**src/rtl/zip_rgb_rx.sv**
```systemverilog
// zip_rgb_rx: pin-level VGA receiver rebuilding the 26-bit strRGB stream.
// Optional macro RGB_RX_STATS_EN adds a saturating err_cnt output.
module zip_rgb_rx #(
    parameter int H_TOTAL     = 800,
    parameter int V_TOTAL     = 525,
    parameter int H_START     = 144,
    parameter int V_START     = 35,
    parameter int H_VISIBLE   = 640,
    parameter int V_VISIBLE   = 480,
    parameter int LOCK_FRAMES = 2,
    parameter bit SYNC_ACT    = 1'b0
) (
    input  logic        px_clk,
    input  logic        reset,
    input  logic        vsync,
    input  logic        hsync,
    input  logic        Red,
    input  logic        Green,
    input  logic        Blue,
    output logic [25:0] strRGB,
    output logic        locked,
`ifdef RGB_RX_STATS_EN
    output logic [7:0]  err_cnt,
`endif
    output logic        sync_err
);

    typedef enum logic [1:0] {S_SEARCH, S_MEASURE, S_LOCKED} state_t;

    localparam logic [4:0]  SYNC_RST = {~SYNC_ACT, ~SYNC_ACT, 3'b000};
    localparam logic [9:0]  HS = 10'(H_START);
    localparam logic [9:0]  HE = 10'(H_START + H_VISIBLE);
    localparam logic [9:0]  VS = 10'(V_START);
    localparam logic [9:0]  VE = 10'(V_START + V_VISIBLE);
    localparam logic [10:0] HT = 11'(H_TOTAL);
    localparam logic [10:0] VT = 11'(V_TOTAL);
    localparam logic [3:0]  LF = 4'(LOCK_FRAMES);
    localparam logic [9:0]  SAT = 10'h3FF;

    state_t      state, state_nx;
    logic [3:0]  gcnt, gcnt_nx;
    logic [4:0]  s1, s2;
    logic        hs_d, vs_d;
    logic        hs, vs, hs_edge, vs_edge;
    logic [9:0]  hcnt_q, vcnt_q, hcnt_nx, vcnt_nx;
    logic        line_bad, frame_bad, hsat, vis, av;

    // {vsync, hsync, Red, Green, Blue} through a two-flop synchronizer
    always_ff @(posedge px_clk or posedge reset) begin
        if (reset) begin
            s1   <= SYNC_RST;
            s2   <= SYNC_RST;
            hs_d <= ~SYNC_ACT;
            vs_d <= ~SYNC_ACT;
        end else begin
            s1   <= {vsync, hsync, Red, Green, Blue};
            s2   <= s1;
            hs_d <= s2[3];
            vs_d <= s2[4];
        end
    end

    assign vs      = s2[4];
    assign hs      = s2[3];
    assign hs_edge = (hs == SYNC_ACT) && (hs_d != SYNC_ACT);
    assign vs_edge = (vs == SYNC_ACT) && (vs_d != SYNC_ACT);

    // Counts for the sample now in s2, so strRGB stays aligned at 3 cycles
    always_comb begin
        hcnt_nx = hcnt_q;
        vcnt_nx = vcnt_q;
        if (hs_edge)
            hcnt_nx = '0;
        else if (hcnt_q != SAT)
            hcnt_nx = hcnt_q + 10'd1;
        if (vs_edge)
            vcnt_nx = '0;
        else if (hs_edge && vcnt_q != SAT)
            vcnt_nx = vcnt_q + 10'd1;
    end

    always_ff @(posedge px_clk or posedge reset) begin
        if (reset) begin
            hcnt_q <= '0;
            vcnt_q <= '0;
        end else begin
            hcnt_q <= hcnt_nx;
            vcnt_q <= vcnt_nx;
        end
    end

    assign line_bad  = hs_edge && ({1'b0, hcnt_q} + 11'd1 != HT);
    assign frame_bad = vs_edge && ({1'b0, vcnt_q} + 11'd1 != VT);
    assign hsat      = (hcnt_nx == SAT);

    always_ff @(posedge px_clk or posedge reset) begin
        if (reset) begin
            state <= S_SEARCH;
            gcnt  <= '0;
        end else begin
            state <= state_nx;
            gcnt  <= gcnt_nx;
        end
    end

    always_comb begin
        state_nx = state;
        gcnt_nx  = gcnt;
        unique case (state)
            S_SEARCH: begin
                if (vs_edge) begin
                    state_nx = S_MEASURE;
                    gcnt_nx  = '0;
                end
            end
            S_MEASURE: begin
                if (line_bad || frame_bad || hsat) begin
                    state_nx = S_SEARCH;
                end else if (vs_edge) begin
                    gcnt_nx = gcnt + 4'd1;
                    if (gcnt + 4'd1 == LF)
                        state_nx = S_LOCKED;
                end
            end
            S_LOCKED: begin
                if (line_bad || frame_bad || hsat)
                    state_nx = S_SEARCH;
            end
            default: state_nx = S_SEARCH;
        endcase
    end

    always_comb begin
        locked   = (state == S_LOCKED);
        sync_err = 1'b0;
        if (state == S_MEASURE)
            sync_err = line_bad || frame_bad;
        else if (state == S_LOCKED)
            sync_err = line_bad || frame_bad || hsat;
    end

    assign vis = (hcnt_nx >= HS) && (hcnt_nx < HE) &&
                 (vcnt_nx >= VS) && (vcnt_nx < VE);
    assign av  = locked && vis;

    always_ff @(posedge px_clk or posedge reset) begin
        if (reset) begin
            strRGB <= '0;
        end else begin
            strRGB <= {s2[2] & av, s2[1] & av, s2[0] & av, av, vs, hs,
                       av ? vcnt_nx - VS : 10'd0,
                       av ? hcnt_nx - HS : 10'd0};
        end
    end

`ifdef RGB_RX_STATS_EN
    always_ff @(posedge px_clk or posedge reset) begin
        if (reset)
            err_cnt <= '0;
        else if (sync_err && err_cnt != 8'hFF)
            err_cnt <= err_cnt + 8'd1;
    end
`endif

endmodule

```
**config.mk**
```make
export PLATFORM = sky130hd
export DESIGN_NAME = zip_rgb_rx
export DESIGN_NICKNAME = d
export VERILOG_FILES = /design/src/rtl/zip_rgb_rx.sv
export SDC_FILE = /design/constraint.sdc
export NUM_CORES = 1
export LEC_CHECK = 0
export CAP_MARGIN = 15
export CORE_MARGIN = 4
export CORE_UTILIZATION = 51
export CTS_CLUSTER_SIZE = 12
export DETAILED_ROUTE_END_ITERATION = 12
export PLACE_DENSITY = 0.8
export SETUP_SLACK_MARGIN = 0.5
export SYNTH_ARGS = -nofsm -noshare
export SYNTH_HDL_FRONTEND = slang
export SYNTH_SLANG_ARGS = --single-unit
```
**constraint.sdc**
```tcl
create_clock -name px_clk -period 3.3 [get_ports px_clk]
set_input_delay 0.66 -clock px_clk [delete_from_list [all_inputs] [get_ports px_clk]]
set_output_delay 0.66 -clock px_clk [all_outputs]
set_load 0.005 [all_outputs]
```
# ---- Yosys cells after proc, flatten, opt, wreduce, memory -nomap -nowiden
# Cells that the tools add are included.
dict set report totals {
  in_bits 7
  register_bits 64
}
dict set report classes {
  n_reduce_logical 15
  order_cmp 4
  muxes 18
  add_sub_neg 7
  bitwise 5
  eq_ne 14
}
# cell n
set op_table {}
lappend op_table {{2-to-1 mux 10 bit} 6}
lappend op_table {{adder 10 x 1 -> 11 bit, second input constant} 2}
lappend op_table {{!= test 11 x 10 -> 1 bit, second input constant} 2}
lappend op_table {{adder 10 x 1 -> 10 bit, second input constant} 2}
lappend op_table {{< comparator 10 bit, second input constant} 2}
lappend op_table {{!= test 10 bit, second input constant} 2}
lappend op_table {{2-to-1 mux 4 bit} 3}
lappend op_table {{== test 10 bit, second input constant} 1}
lappend op_table {{greater-or-equal comparator 10 x 6 -> 1 bit, second input constant} 1}
lappend op_table {{greater-or-equal comparator 10 x 8 -> 1 bit, second input constant} 1}
lappend op_table {{2-to-1 mux 2 bit} 5}
lappend op_table {{subtractor 10 x 6 -> 10 bit, second input constant} 1}
lappend op_table {{subtractor 10 x 8 -> 10 bit, second input constant} 1}
lappend op_table {{logical AND 1 bit} 9}
lappend op_table {{case mux 4 bit (2 select lines)} 1}
lappend op_table {{AND reduction 4 bit} 2}
lappend op_table {{!= test 2 bit, second input constant} 3}
lappend op_table {{!= test 3 bit, second input constant} 2}
lappend op_table {{case mux 2 bit (3 select lines)} 1}
lappend op_table {{adder 4 x 1 -> 4 bit, second input constant} 1}
lappend op_table {{== test 4 x 2 -> 1 bit, second input constant} 1}
lappend op_table {{AND 1 bit} 3}
lappend op_table {{== test 2 x 1 -> 1 bit, second input constant} 1}
lappend op_table {{== test 2 bit, second input constant} 1}
lappend op_table {{6 further kinds} 9}

# ---- Longest topological paths before layout
# Gate-level depths: netlist of run 1.
dict set report depth {
  word_depth 10
  mapped_depth 15
}

# ---- Least setup slack after synthesis of run 1
# OpenSTA, ideal clock, no wires.
dict set report synth_timing {
  path_type {reg-to-output}
  start {register hcnt_q[1]}
  end {output sync_err}
  slack_ps 136
  path_buffers 2
  t_arrival_ps 2504
  stages_incl_launch_ff 12
  path_cell_list {dfrtp_1 ha_1 nand4_1 or3_1 clkbuf_1 a21oi_1 ha_1 nand4b_1 o31ai_2 buf_4 nand2_1 o21ai_0}
}
dict set report synth_between {
  elab_chain_cells 7
  word_cells_on_any_way 12
  cone_classes {2 x add/sub; 3 x eq/ne; 4 x mux; 3 x reduce/logical}
}
# item line
set synth_rtl {}
lappend synth_rtl {{start, declared} 45} ;# logic [9:0] hcnt_q, vcnt_q, hcnt_nx, vcnt_nx;
lappend synth_rtl {{start signal, assigned} 87} ;# hcnt_q <= hcnt_nx;
lappend synth_rtl {{adder 10 x 1 -> 10 bit / != test 10 bit (equally long branches)} {75, 74}}
lappend synth_rtl {{2-to-1 mux 10 bit (*)} 74} ;# else if (hcnt_q != SAT)
lappend synth_rtl {{2-to-1 mux 10 bit (*)} 72} ;# if (hs_edge)
lappend synth_rtl {{via hcnt_nx[4]} 45}
lappend synth_rtl {{== test 10 bit (*)} 94} ;# assign hsat = (hcnt_nx == SAT);
lappend synth_rtl {{logical OR 1 bit (*)} 139} ;# sync_err = line_bad || frame_bad || hsat;
lappend synth_rtl {{2-to-1 mux 1 bit (*)} 138} ;# else if (state == S_LOCKED)
lappend synth_rtl {{2-to-1 mux 1 bit (*)} 136} ;# if (state == S_MEASURE)
lappend synth_rtl {{end, declared} 25} ;# output logic sync_err
# Mark *: on every way through the listed nets, which the timed path passes. The rest lies on a longest branch.

# ---- Worst setup path after layout of run 1
dict set report layout_timing {
  start {register hcnt_q[1]}
  end {output sync_err}
}
dict set report layout_between {
  elab_chain_cells 7
  word_cells_on_any_way 12
  cone_classes {2 x add/sub; 3 x eq/ne; 4 x mux; 3 x reduce/logical}
}
# item line
set layout_rtl {}
lappend layout_rtl {{adder 10 x 1 -> 10 bit, or another cell as far along} 75} ;# hcnt_nx = hcnt_q + 10'd1;
lappend layout_rtl {{2-to-1 mux 10 bit / != test 11 x 10 -> 1 bit (equally long branches)} {74, 92}}
lappend layout_rtl {{2-to-1 mux 10 bit / logical AND 1 bit (equally long branches)} {72, 92}}
lappend layout_rtl {{== test 10 bit / logical OR 1 bit (equally long branches)} {94, 137, 139}}
lappend layout_rtl {{logical OR 1 bit} 139}
lappend layout_rtl {{2-to-1 mux 1 bit} 138}
lappend layout_rtl {{2-to-1 mux 1 bit (*)} 136}
# Every way passes the cells marked *; elsewhere a longest branch is shown, timed or not.

==> run metrics, run 1 <==
flops & latches, synth 64; Max-Cap Viols 0; Post-Synth Simple-Gate Area 0.2081; Routability Congestion between 0.9 and 1; first-pass GRT wire length around 13,000 µm; DR WL/cell 17.77 µm; All-Layer GR Usage 0.2260; fmax around 320 MHz; Ys Warns 0; Clock Power Share 0.371; Via-to-Cell Ratio approximately 5.9; Synth Area in XOR/XNOR 0.05023; core outline area around 6300 µm²; Worst Hold Launch s1[1]; synth unique cells 61; Die ar. 7850 µm²; CP Data Required Time 2640 ps; internal power 1.416 mW; Async SR Flop Fraction 1.000; mux share of post-synthesis cell area 0.02492; Compound-Gate Fraction of Synth Area 0.1416; commonest non-fill, non-tap cell in the layout dfrtp_1; r2r worst-path depth 14; r2r setup slk approximately 530 ps; DRC viols 0; pwr dens approximately 460 nW/µm²; clock sink total 64; clock slew at reported path FFs roughly 70 ps; fin crit period 3119 ps; WHS Endpoint s2[1]; 1st-iter DRT viols 210; TNS Setup 0 ps; Area after DPL between 3000 and 4000 µm²; CP max FO 2; clk_skew around 11 ps; final hold violations 0; Nets just over 400; Max Transition Viols Final 0; Avg Cell Area, Syn about 10 µm²; total CTS buffers 9; hold depth 0; initial antenna violation count 0; commonest non-fill, non-tap cells in the layout dfrtp_1, nor2_1, clkdlybuf4s50_1, buf_4, inv_1; startpoint types flop; Leakage roughly 1.9 nW; I/O pin total 35; Netlist Area Pre-Place 3313 µm²; switch share 0.2845; IR drop worst, VDD around 0.00033 V; Reg-to-Reg Start hcnt_q[1]; CP Capture Type primary output; Layout area overhead 29.95%; Die W between 80 and 90 µm; largest net degree at the start of global routing 35; final setup vio count 0; total gr overflow 0; Worst EP arrival 2460 ps; Max clock buf depth 2; vias in the first global route 2,795; Initial Utilization 0.5248; Routed WL ~8400 µm; Detail Route Antenna Nets 0; design area 4305 µm²; # rows 29; CTS hold repair buffers 0; drt first pass iters 4; Ant. Diodes 0; R2R Path End strRGB[5]; DR vias 2,801; combinational family with the most area after synthesis simple AND/OR/NAND/NOR gates; hpwl dp approximately 5200 µm; I/O Buffers 34; Seq pwr share 0.444; Worst Setup Path Type reg2out; final worst-path cycle share 0.9452; clock latency on the worst-skew pair between 300 and 400 ps; CTS tree yes; Post-Syn Instances roughly 330; CTS Root Cell clkbuf_8; Slew @ Worst Pin 743.0 ps; die height roughly 90 µm; H-Tree Level Count 3; Mapped Nets about 340; logic gate share of total power 0.184; Synth Flop Type dfrtp_1; Seq/Total Area, Yosys 0.4856; layout cells sized above 1 0.2360; Sw Pwr 0.5632 mW; RSZ-0062 raised after global routing true; status finished clean; Adder-Cell Fraction of Synth Area 0.03399; relative slew slack 0.5017; EDFF count, synth 0; type of the worst min-delay path reg2reg
power by group through the flow:
stage / Sequential [mW] / Clock [mW] / Combinational [mW]
global placement: 0.886 / 0 / 0.325
floorplan: 0.885 / 0 / 0.218
global route: 0.885 / 0.777 / 0.404
CTS: 0.875 / 0.740 / 0.347
finish: 0.880 / 0.735 / 0.365
detailed placement: 0.890 / 0 / 0.331
cell usage after synthesis, types with 7 or more instances:
master	instances	area share
dfrtp_1	58	0.44
nor2_1	38	0.043
inv_1	23	0.026
nand3_1	18	0.027
nand2_1	15	0.017
xnor2_1	14	0.037
a21oi_1	10	0.015
ha_1	9	0.034
nor3_1	9	0.014
o21ai_0	7	0.011
stage by stage:
| step | setup WS [ps] | total power, mW | hold WS, ps | std cells | utilization |
|---|---|---|---|---|---|
| 3_3_place_gp | 59.82 | 1.211 | 333.4 | 444 | 0.6155 |
| 6_report | 180.7 | 1.980 | 354.3 | 471 | 0.6819 |
| 3_5_place_dp | 4.841 | 1.221 | 341.3 | 444 | 0.6155 |
| 2_1_floorplan | 441.8 | 1.103 | 331.2 | 326 | - |
| 5_1_grt | 77.06 | 2.065 | 364.2 | 471 | 0.6819 |
| 4_1_cts | 209.2 | 1.962 | 357.1 | 468 | 0.6663 |
kinds of logic (layout without fill, tap and decap cells):
family | Yosys count | in the layout
AOI/OAI and AO/OA | 60 | 63
DFF | 64 | 64
adders and majority gates | 9 | 9
muxes | 8 | 8
buffers and inverters | 40 | 105
xor gates and xnor gates | 19 | 19
and+or+nand+nor | 126 | 126
state kept, by name, summed over array words and instances (netlist names):
signal,count
vcnt_q,10
s1,5
gcnt,4
hcnt_q,10
vs_d,1
s2,5
hs_d,1
strRGB,26
state,2
layout make-up:
class                   instances  area (µm²)
multi-input cells             225        1702
clock buffers                  10       127.6
inverters                      23       86.33
clock inverters                 6       83.83
flip-flops and latches         64        1614
repair buffers                 66       595.6
fillers                       486        2008
well taps                      77       96.34
per-layer routing:
metal  wire, µm  GRT usage  vias up
met1       3504     0.2768     1372
met2       4143     0.3596      110
li1           -          -     1295
met3        477    0.06797       24
met5          0          0        -
met4        245     0.1195        0
worst max path at each step:
| stage | end | startpoint | slack [ps] |
|---|---|---|---|
| finish | sync_err | hcnt_q[1] | 180 |
| global route | sync_err | hcnt_q[1] | 80 |
| CTS | sync_err | hcnt_q[1] | 210 |
| detailed placement | sync_err | hcnt_q[1] | 5 |
| global placement | sync_err | hcnt_q[1] | 60 |
| floorplan | sync_err | hcnt_q[1] | 440 |
critical path, cell delays in order (launching register included):
cell and delay [ps]:
dfrtp_2 380, ha_4 130, nand4_1 110, buf_4 160, buf_4 110, buf_4 120, buf_4 140, nor3_2 120
a21oi_1 110, a211oi_2 330, o31ai_4 140, nand2_1 70, o21ai_1 60, buf_2 120
repair_timing:
| action | 4_1_cts | 5_1_grt |
|---|---|---|
| gates cloned | 2 | 1 |
| pin swaps | 6 | 7 |
| endpoints found under the setup margin | 24 | 24 |
| endpoints found under the hold margin | 0 | 0 |
| resized for setup | 16 | 16 |
| buffers inserted | 6 | 2 |
Note: power is estimated with default switching activity, not from simulation.
==> run 2, diff against run 1 <==
--- a/config.mk
+++ b/config.mk
@@ -8,6 +8,7 @@
 export CAP_MARGIN = 15
 export CORE_MARGIN = 4
 export CORE_UTILIZATION = 51
+export CTS_BUF_LIST = sky130_fd_sc_hd__clkbuf_16
 export CTS_CLUSTER_SIZE = 12
 export DETAILED_ROUTE_END_ITERATION = 12
 export PLACE_DENSITY = 0.8
==> run metrics, run 2 (same netlist as run 1, synthesis figures left out) <==
Area after DPL 3886 µm² (unchanged); max reg flops 26 (unchanged); Via-to-Cell Ratio 6.057 (+1.8%); Layout area overhead 35.42%; I/O Buffers 34 (unchanged); critical path, cell by cell ha_4 -> nand4_1 -> or3_4 -> buf_6 -> a21oi_1 -> nand4b_1 -> o31ai_4 -> nand2_1 -> o21ai_1 -> buf_2; fin crit period 3050 ps (-69.52 ps); r2r worst-path depth 17 (+3); Max-Cap Viols 0 (unchanged); clock slew at reported path FFs 50 ps (-20 ps); 1st-iter DRT viols 255 (+21%); # rows 29 (unchanged); TNS Setup 0 ps (unchanged); Top delay family on crit path simple AND/OR/NAND/NOR gates; design area 4487 µm² (+4.2%); Leakage 1.924 nW (+3.3%); clk_skew 8.259 ps (-2.544 ps); relative slew slack 0.4491 (-0.05264); fmax 327.9 MHz (+2.3%); H-Tree Level Count 3 (unchanged); IR drop worst, VDD 0.0004015 V (+20%); CP max FO 4 (+2); Max Transition Viols Final 0 (unchanged); commonest non-fill, non-tap cells in the layout dfrtp_1, nor2_1, clkdlybuf4s50_1, buf_4, inv_1; Max clock buf depth 2 (unchanged); core outline area 6314 µm² (unchanged); slowest stage delay, CP 400 ps (+20 ps); total gr overflow 0 (unchanged); Reg-to-Reg Start hcnt_q[0]; r2r setup slk 460 ps (-70 ps); largest net degree at the start of global routing 35 (unchanged); die height 88.60 µm (unchanged); Detail Route Antenna Nets 0 (unchanged); R2R Path End strRGB[1]; initial antenna violation count 0 (unchanged); Top Registers strRGB (26), hcnt_q (10), vcnt_q (10); DRC viols 0 (unchanged); pwr dens 499.1 nW/µm² (+8.5%); CTS tree yes; CP Data Required Time 2640 ps (about the same); Die ar. 7850 µm² (unchanged); first-pass GRT wire length 14,000 µm (+4.3%); CP Capture Type primary output; Worst Hold Launch s1[1]; Worst EP arrival 2390 ps (-70 ps); All-Layer GR Usage 0.2349 (+0.008961); final worst-path cycle share 0.9242 (-0.02107); DR vias 2,877 (+2.7%); Slew @ Worst Pin 821.4 ps (+78.48 ps); Routed WL 8839 µm (+5.6%); final setup vio count 0 (unchanged); final hold violations 0 (unchanged); WHS Endpoint s2[1]; status finished clean; CTS Root Cell clkbuf_16; clock sink total 64 (unchanged); commonest non-fill, non-tap cell in the layout dfrtp_1; RSZ-0062 raised after global routing true; Largest Register strRGB; CTS hold repair buffers 0 (unchanged); vias in the first global route 2,888 (+3.3%); DR WL/cell 18.61 µm (+4.7%); CP max stage cell or3_4; layout cells sized above 1 0.2638 (+0.02778); Die W 88.60 µm (unchanged); Routability Congestion 0.9712 (unchanged); type of the worst min-delay path reg2reg; Initial Utilization 0.5248 (unchanged); drt first pass iters 5 (+1); hpwl dp 5234 µm (unchanged); hold depth 0 (unchanged); startpoint types flop; total CTS buffers 9 (unchanged); I/O pin total 35 (unchanged); Nets 409 (+0.99%); clock latency on the worst-skew pair 330 ps (-20 ps); Worst Setup Path Type reg2out; Ant. Diodes 0 (unchanged); CP Buf/Inv Count 2 (-3); total power 2.239 mW (+13%)
run 2: area by class of cell:
type | instances | area (µm²)
Clock buffer | 9 | 225.2
Clock inverter | 7 | 87.58
Fill cell | 438 | 1827
Inverter | 23 | 86.33
Multi-Input combinational cell | 225 | 1747
Sequential cell | 64 | 1615
Tap cell | 77 | 96.34
Timing Repair Buffer | 70 | 629.4
run 2: layer usage:
metal,up-vias,GRT usage,share of wire
li1,1297,-,-
met5,-,0,0
met4,0,0.1236,0.037
met1,1394,0.2921,0.39
met3,34,0.05680,0.070
met2,152,0.3793,0.50
run 2: worst max-delay path by stage:
stage,slack [ps],from,cells after the start,to
2_1_floorplan,440,hcnt_q[1],11,sync_err
3_3_place_gp,60,hcnt_q[1],10,sync_err
3_5_place_dp,5,hcnt_q[1],10,sync_err
4_1_cts,240,hcnt_q[1],10,sync_err
5_1_grt,150,hcnt_q[0],10,sync_err
6_report,250,hcnt_q[0],10,sync_err
run 2: where the power goes:
| group | switching (mW) | internal (mW) |
|---|---|---|
| Clock | 0.337 | 0.655 |
| Combinational | 0.210 | 0.158 |
| Sequential | 0.0465 | 0.832 |
run 2: stage by stage:
step | utilization | cells | setup slack, ps | hold slack (ps)
floorplan | - | 326 | 441.8 | 331.2
global placement | 0.6155 | 444 | 59.82 | 333.4
detailed placement | 0.6155 | 444 | 4.841 | 341.3
CTS | 0.6908 | 470 | 236.8 | 353.3
global route | 0.7107 | 475 | 149.8 | 361.5
finish | 0.7107 | 475 | 250.2 | 351.1
run 2: what timing repair did:
action / 4_1_cts / 5_1_grt
endpoints found under the hold margin: 0 / 0
pin swaps: 12 / 2
gates cloned: 2 / 1
setup buffers: 8 / 4
gates resized for setup: 28 / 19
endpoints found under the setup margin: 24 / 24
